`src/rtl/serial_adder_if.sv`:
```
// Operand and result handshake bundle for the bit-serial adder.
// The slave modport is the adder side; master is the producer/consumer side.
interface serial_adder_if #(
    parameter int WIDTH = 8
) ();
    logic             in_valid;
    logic             in_ready;
    logic [WIDTH-1:0] a;
    logic [WIDTH-1:0] b;
    logic             out_valid;
    logic             out_ready;
    logic [WIDTH-1:0] sum;
    logic             carry_out;

    modport master (
        output in_valid, a, b, out_ready,
        input  in_ready, out_valid, sum, carry_out
    );

    modport slave (
        input  in_valid, a, b, out_ready,
        output in_ready, out_valid, sum, carry_out
    );
endinterface

```
`src/rtl/serial_adder.sv`:
```
// Bit-serial WIDTH-bit adder: one full-adder slice (two HalfAdders and an OR)
// processes one bit per clock, LSB first, between two valid/ready handshakes.

module HalfAdder (
    input  logic a_i,
    input  logic b_i,
    output logic sum_o,
    output logic carry_o
);
    assign sum_o   = a_i ^ b_i;
    assign carry_o = a_i & b_i;
endmodule

// state | meaning
// IDLE  | waiting for an operand pair, in_ready high
// RUN   | one bit slice added per clock, LSB first
// DONE  | result held, out_valid high until out_ready
module serial_adder #(
    parameter int WIDTH = 8
) (
    input  logic          clk,
    input  logic          rst_n,
    serial_adder_if.slave bus
);
    localparam int CW = $clog2(WIDTH) + 1;

    typedef enum logic [1:0] {
        IDLE = 2'd0,
        RUN  = 2'd1,
        DONE = 2'd2
    } state_t;

    state_t           state_q, state_d;
    logic [WIDTH-1:0] sa_q, sa_d;
    logic [WIDTH-1:0] sb_q, sb_d;
    logic [WIDTH-1:0] sum_q, sum_d;
    logic [WIDTH-1:0] sum_next;
    logic             carry_q, carry_d;
    logic [CW-1:0]    cnt_q, cnt_d;

    logic ha0_s, ha0_c, fa_s, ha1_c, fa_c;
    logic accept, last_bit;

    HalfAdder u_ha0 (.a_i(sa_q[0]), .b_i(sb_q[0]), .sum_o(ha0_s), .carry_o(ha0_c));
    HalfAdder u_ha1 (.a_i(ha0_s),   .b_i(carry_q), .sum_o(fa_s),  .carry_o(ha1_c));
    assign fa_c = ha0_c | ha1_c;

    // New sum bit enters at the MSB so that after WIDTH shifts bit 0 is the LSB.
    generate
        if (WIDTH == 1) begin : g_sum_w1
            assign sum_next = fa_s;
        end else begin : g_sum_wn
            assign sum_next = {fa_s, sum_q[WIDTH-1:1]};
        end
    endgenerate

    assign accept   = (state_q == IDLE) && bus.in_valid;
    assign last_bit = (cnt_q == CW'(WIDTH - 1));

    always_ff @(posedge clk or negedge rst_n) begin
        if (!rst_n) begin
            state_q <= IDLE;
        end else begin
            state_q <= state_d;
        end
    end

    always_comb begin
        state_d = state_q;
        case (state_q)
            IDLE:    if (bus.in_valid)  state_d = RUN;
            RUN:     if (last_bit)      state_d = DONE;
            DONE:    if (bus.out_ready) state_d = IDLE;
            default: state_d = IDLE;
        endcase
    end

    always_comb begin
        bus.in_ready  = (state_q == IDLE);
        bus.out_valid = (state_q == DONE);
    end

    always_comb begin
        sa_d    = sa_q;
        sb_d    = sb_q;
        sum_d   = sum_q;
        carry_d = carry_q;
        cnt_d   = cnt_q;
        if (accept) begin
            sa_d    = bus.a;
            sb_d    = bus.b;
            sum_d   = '0;
            carry_d = 1'b0;
            cnt_d   = '0;
        end else if (state_q == RUN) begin
            sa_d    = sa_q >> 1;
            sb_d    = sb_q >> 1;
            sum_d   = sum_next;
            carry_d = fa_c;
            cnt_d   = cnt_q + CW'(1);
        end
    end

    always_ff @(posedge clk or negedge rst_n) begin
        if (!rst_n) begin
            sa_q    <= '0;
            sb_q    <= '0;
            sum_q   <= '0;
            carry_q <= 1'b0;
            cnt_q   <= '0;
        end else begin
            sa_q    <= sa_d;
            sb_q    <= sb_d;
            sum_q   <= sum_d;
            carry_q <= carry_d;
            cnt_q   <= cnt_d;
        end
    end

    assign bus.sum       = sum_q;
    assign bus.carry_out = carry_q;
endmodule

```
`src/flat_wrapper.sv`:
```
// flat-port wrapper written by rule: the top's interface ports become plain ports
module serial_adder_flat 
#(
    parameter int WIDTH = 8
)
  (clk, rst_n, bus_in_valid, bus_a, bus_b, bus_out_ready, bus_in_ready, bus_out_valid, bus_sum, bus_carry_out);
  serial_adder_if #(.WIDTH(WIDTH)) bus_i ();
  input  logic clk;
  input  logic rst_n;
  input wire logic [$bits(bus_i.in_valid)-1:0] bus_in_valid;
  input wire logic [$bits(bus_i.a)-1:0] bus_a;
  input wire logic [$bits(bus_i.b)-1:0] bus_b;
  input wire logic [$bits(bus_i.out_ready)-1:0] bus_out_ready;
  output wire logic [$bits(bus_i.in_ready)-1:0] bus_in_ready;
  output wire logic [$bits(bus_i.out_valid)-1:0] bus_out_valid;
  output wire logic [$bits(bus_i.sum)-1:0] bus_sum;
  output wire logic [$bits(bus_i.carry_out)-1:0] bus_carry_out;
  assign bus_i.in_valid = bus_in_valid;
  assign bus_i.a = bus_a;
  assign bus_i.b = bus_b;
  assign bus_i.out_ready = bus_out_ready;
  assign bus_in_ready = bus_i.in_ready;
  assign bus_out_valid = bus_i.out_valid;
  assign bus_sum = bus_i.sum;
  assign bus_carry_out = bus_i.carry_out;
  serial_adder #(.WIDTH(WIDTH)) u_core (.clk(clk), .rst_n(rst_n), .bus(bus_i));
endmodule
```
`config.mk`:
```
export PLATFORM = sky130hd
export DESIGN_NAME = serial_adder_flat
export DESIGN_NICKNAME = d
export VERILOG_FILES = /design/src/rtl/serial_adder_if.sv /design/src/rtl/serial_adder.sv /design/src/flat_wrapper.sv
export SDC_FILE = /design/constraint.sdc
export NUM_CORES = 1
export LEC_CHECK = 0
export ABC_AREA = 1
export BUFFER_PORTS_ARGS = -buffer_cell sky130_fd_sc_hd__buf_4
export CORE_ASPECT_RATIO = 0.7
export CORE_UTILIZATION = 52
export CTS_CLUSTER_SIZE = 30
export DETAILED_ROUTE_END_ITERATION = 16
export PLACE_DENSITY = 0.77
export REMOVE_ABC_BUFFERS = 1
export SYNTH_ARGS = -nofsm -noshare
export SYNTH_HDL_FRONTEND = slang
export SYNTH_SLANG_ARGS = --single-unit
export TNS_END_PERCENT = 100
```
`constraint.sdc`:
```
create_clock -name clk -period 1.47 [get_ports clk]
set_input_delay 0.0735 -clock clk [delete_from_list [all_inputs] [get_ports clk]]
set_output_delay 0.0735 -clock clk [all_outputs]
set_load 0.01 [all_outputs]
```
==> results_dict.tcl <==
set metrics [dict create \
    ff2ff_path_depth 6 \
    cp.depth 6 \
    clock_sinks 31 \
    rsz0062_at_grt "no" \
    crit_top_cell "inv_1" \
    post-route-period-util_pct 87.1 \
    port_buffers 30 \
    cts_made_buffers 5 \
    antenna_cells 0 \
    synthCells 156 \
    grt_use_total_pct 22.7 \
    placementRows 15 \
    vias 1151 \
    cp_slowest_cell "dfrtp_1" \
    p_leak_nw 0.919 \
    timing.rr.end "u_core.cnt_q[3]$_DFFE_PN0P_" \
    clkTransAtPathRegs_ps 60 \
    synthSimpleGateAreaFrac_pct 25.9 \
    regToRegStartpoint "u_core.state_q[1]$_DFFE_PN0P_" \
    h-tree-depth 2 \
    outcome "complete, no violations" \
    cp-end-kind "flop" \
    startpoint_type "flop" \
    path_max_fanout 19 \
    drt_first_pass_iters 4 \
    crit_family "flip-flops" \
    cap_viol_max_count 0 \
    critPathKind "flop to flop" \
    hold_depth 3 \
    power.total_mw 3.29 \
    ys_ff_latch 31 \
    die_w_um 63.3 \
    async_flop_share_pct 100 \
    slew-limit-headroom_pct 74.8 \
    synth_cell_type_count 19 \
    fillers 222 \
    viasPerCell 4.94 \
    synth_top_family_by_area "simple AND/OR/NAND/NOR gates" \
    routedWlPerCell_um 11.9 \
    cp_cell_sequence "inv_1 -> nand2_2 -> inv_4 -> nand3_1 -> nand2_1 -> inv_1" \
    syn2layout_area_growth_pct 30.1 \
    power-per-cell-area_mw_per_mm2 1850 \
    drt_wl_total_um 2760 \
    drtIter0Drc 72 \
    cp.arrival_ps 1450 \
    fin_setup_tns_ps 0 \
    r2r_setup_slack_ps 190 \
    yosys.area_share.adder_pct 2.38 \
    globalplace.congestion 0.740 \
    irDropWorstVdd_mv 1.33 \
    nets 222 \
    min_from "bus_a[1]" \
    grt_pass1_wl_um 4640 \
    synthFlopType "dfrtp_1" \
    grt_pass1_vias 1095 \
    grt_start_max_net_pins 32 \
    crit_required_ps 1640 \
    setup_viol 0 \
    post_cts_buffers 0 \
    yosysWarnings 0 \
    worst_clock_skew_ps 2.29 \
    critPathMaxStageDelay_ps 430 \
    io_pins 31 \
    finalCriticalPeriod_ps 1280 \
    synth.avg_cell_area_um2 8.77 \
    worst_pin_slew_ps 378 \
    max_freq_mhz 781 \
    clkLatencyLatePin_ps 280 \
    design_area_mm2 0.00178 \
    synthMuxAreaShare_pct 0 \
    die_h_um 44.9 \
    final_common_cell "nand2_1" \
    place_hpwl_um 1790 \
    antenna_left 0 \
    yosysSeqAreaShare_pct 56.7 \
    die-area_mm2 0.00284 \
    finalMaxSlewViolations 0 \
    drc 0 \
    finalHoldViolCount 0 \
    cts_root_buffer "clkbuf_8" \
    cts_tree "done" \
    synthesis.area_mm2 0.00137 \
    path_buf_inv 3 \
    cts_buffer_depth 2 \
    holdWs_ps 7.03 \
    cts-hold-fix-buffers 11 \
    hold_path_end "u_core.sa_q[1]$_DFFE_PN0P_" \
    synth-edff-count 0 \
    synth_compound_area_share_pct 6.12 \
    antenna_found_initial 0 \
    drive_gt1_share_pct 21.6 \
    hold_path_class "input pin to flop" \
    grt-ovfl-total 0 \
    cts_resized 0 \
    initial_utilization_pct 55.3 \
    synthXorXnorAreaFrac_pct 0 \
    final_cell_mix "61 x nand2_1, 31 x buf_4, 31 x dfrtp_1" \
    core_mm2 0.00248 \
    placed_area_mm2 0.00160 \
]
-- worst max-delay path by stage --
stage / endpoint / startpoint / slack [ps]
global placement: u_core.cnt_q[3]$_DFFE_PN0P_ / u_core.state_q[1]$_DFFE_PN0P_ / 280
detailed placement: u_core.cnt_q[2]$_DFFE_PN0P_ / u_core.state_q[1]$_DFFE_PN0P_ / 230
floorplan: u_core.cnt_q[1]$_DFFE_PN0P_ / u_core.state_q[0]$_DFFE_PN0P_ / 180
global route: u_core.cnt_q[3]$_DFFE_PN0P_ / u_core.state_q[1]$_DFFE_PN0P_ / 120
finish: u_core.cnt_q[3]$_DFFE_PN0P_ / u_core.state_q[1]$_DFFE_PN0P_ / 190
CTS: u_core.cnt_q[3]$_DFFE_PN0P_ / u_core.state_q[1]$_DFFE_PN0P_ / 230
-- cell families after synthesis --
kind of cell | count (synthesis)
AO/OA/AOI/OAI | 14
buffers and inverters | 24
AND/OR/NAND/NOR | 85
adder cells (fa/ha/maj) | 2
flip-flops | 31
-- worst register-to-register path, delay by kind of cell, from the launching register on --
kind | cells | cell delay (ps)
and+or+nand+nor | 3 | 350
DFF | 1 | 430
buffers and inverters | 3 | 400
-- cell type report --
class                           count  area, um2  area share [%]
Inverter                           19       76.3            4.29
Tap cell                           34       42.5            2.39
Sequential cell                    31        776            43.6
Multi-Input combinational cell    101        470            26.4
Clock buffer                        6       72.6            4.08
Timing Repair Buffer               42        343            19.3
-- per-stage QoR --
step,cells,setup WS (ps),utilization (%)
after floorplan,151,185,-
after global placement,216,281,64.5
after detailed placement,216,225,64.5
after CTS,233,226,71.9
after global routing,233,116,71.9
final,233,189,71.9
-- power breakdown --
| part | total, mW | internal, mW | switching, mW |
|---|---|---|---|
| Combinational | 1.26 | 0.540 | 0.719 |
| Sequential | 1.44 | 1.21 | 0.235 |
| Clock | 0.588 | 0.314 | 0.274 |
-- layer usage --
metal / part of all wire, % / global-route usage [%] / vias up
li1: - / - / 575
met1: 43 / 26.7 / 546
met4: 0 / 9.09 / 0
met2: 50 / 37.4 / 30
met5: 0 / 0 / -
met3: 6.5 / 10.1 / 0
-- flip-flops by register name, summed over array words and instances, names as in the netlist --
register / flops
u_core.bus.carry_out: 1
u_core.cnt_q: 4
u_core.sa_q: 8
u_core.bus.sum: 8
u_core.sb_q: 8
u_core.state_q: 2
-- synth_stat cells, types with 2 or more instances --
cell type	count	area, um2
o22ai_1	8	50.1
dfrtp_1	31	776
nand3_1	16	80.1
buf_6	3	33.8
nand2_2	2	12.5
inv_4	2	12.5
nor2_1	4	15.0
inv_1	16	60.1
nand2_1	61	229
o21ai_0	4	20.0
Power figures use the tool's default switching activity.
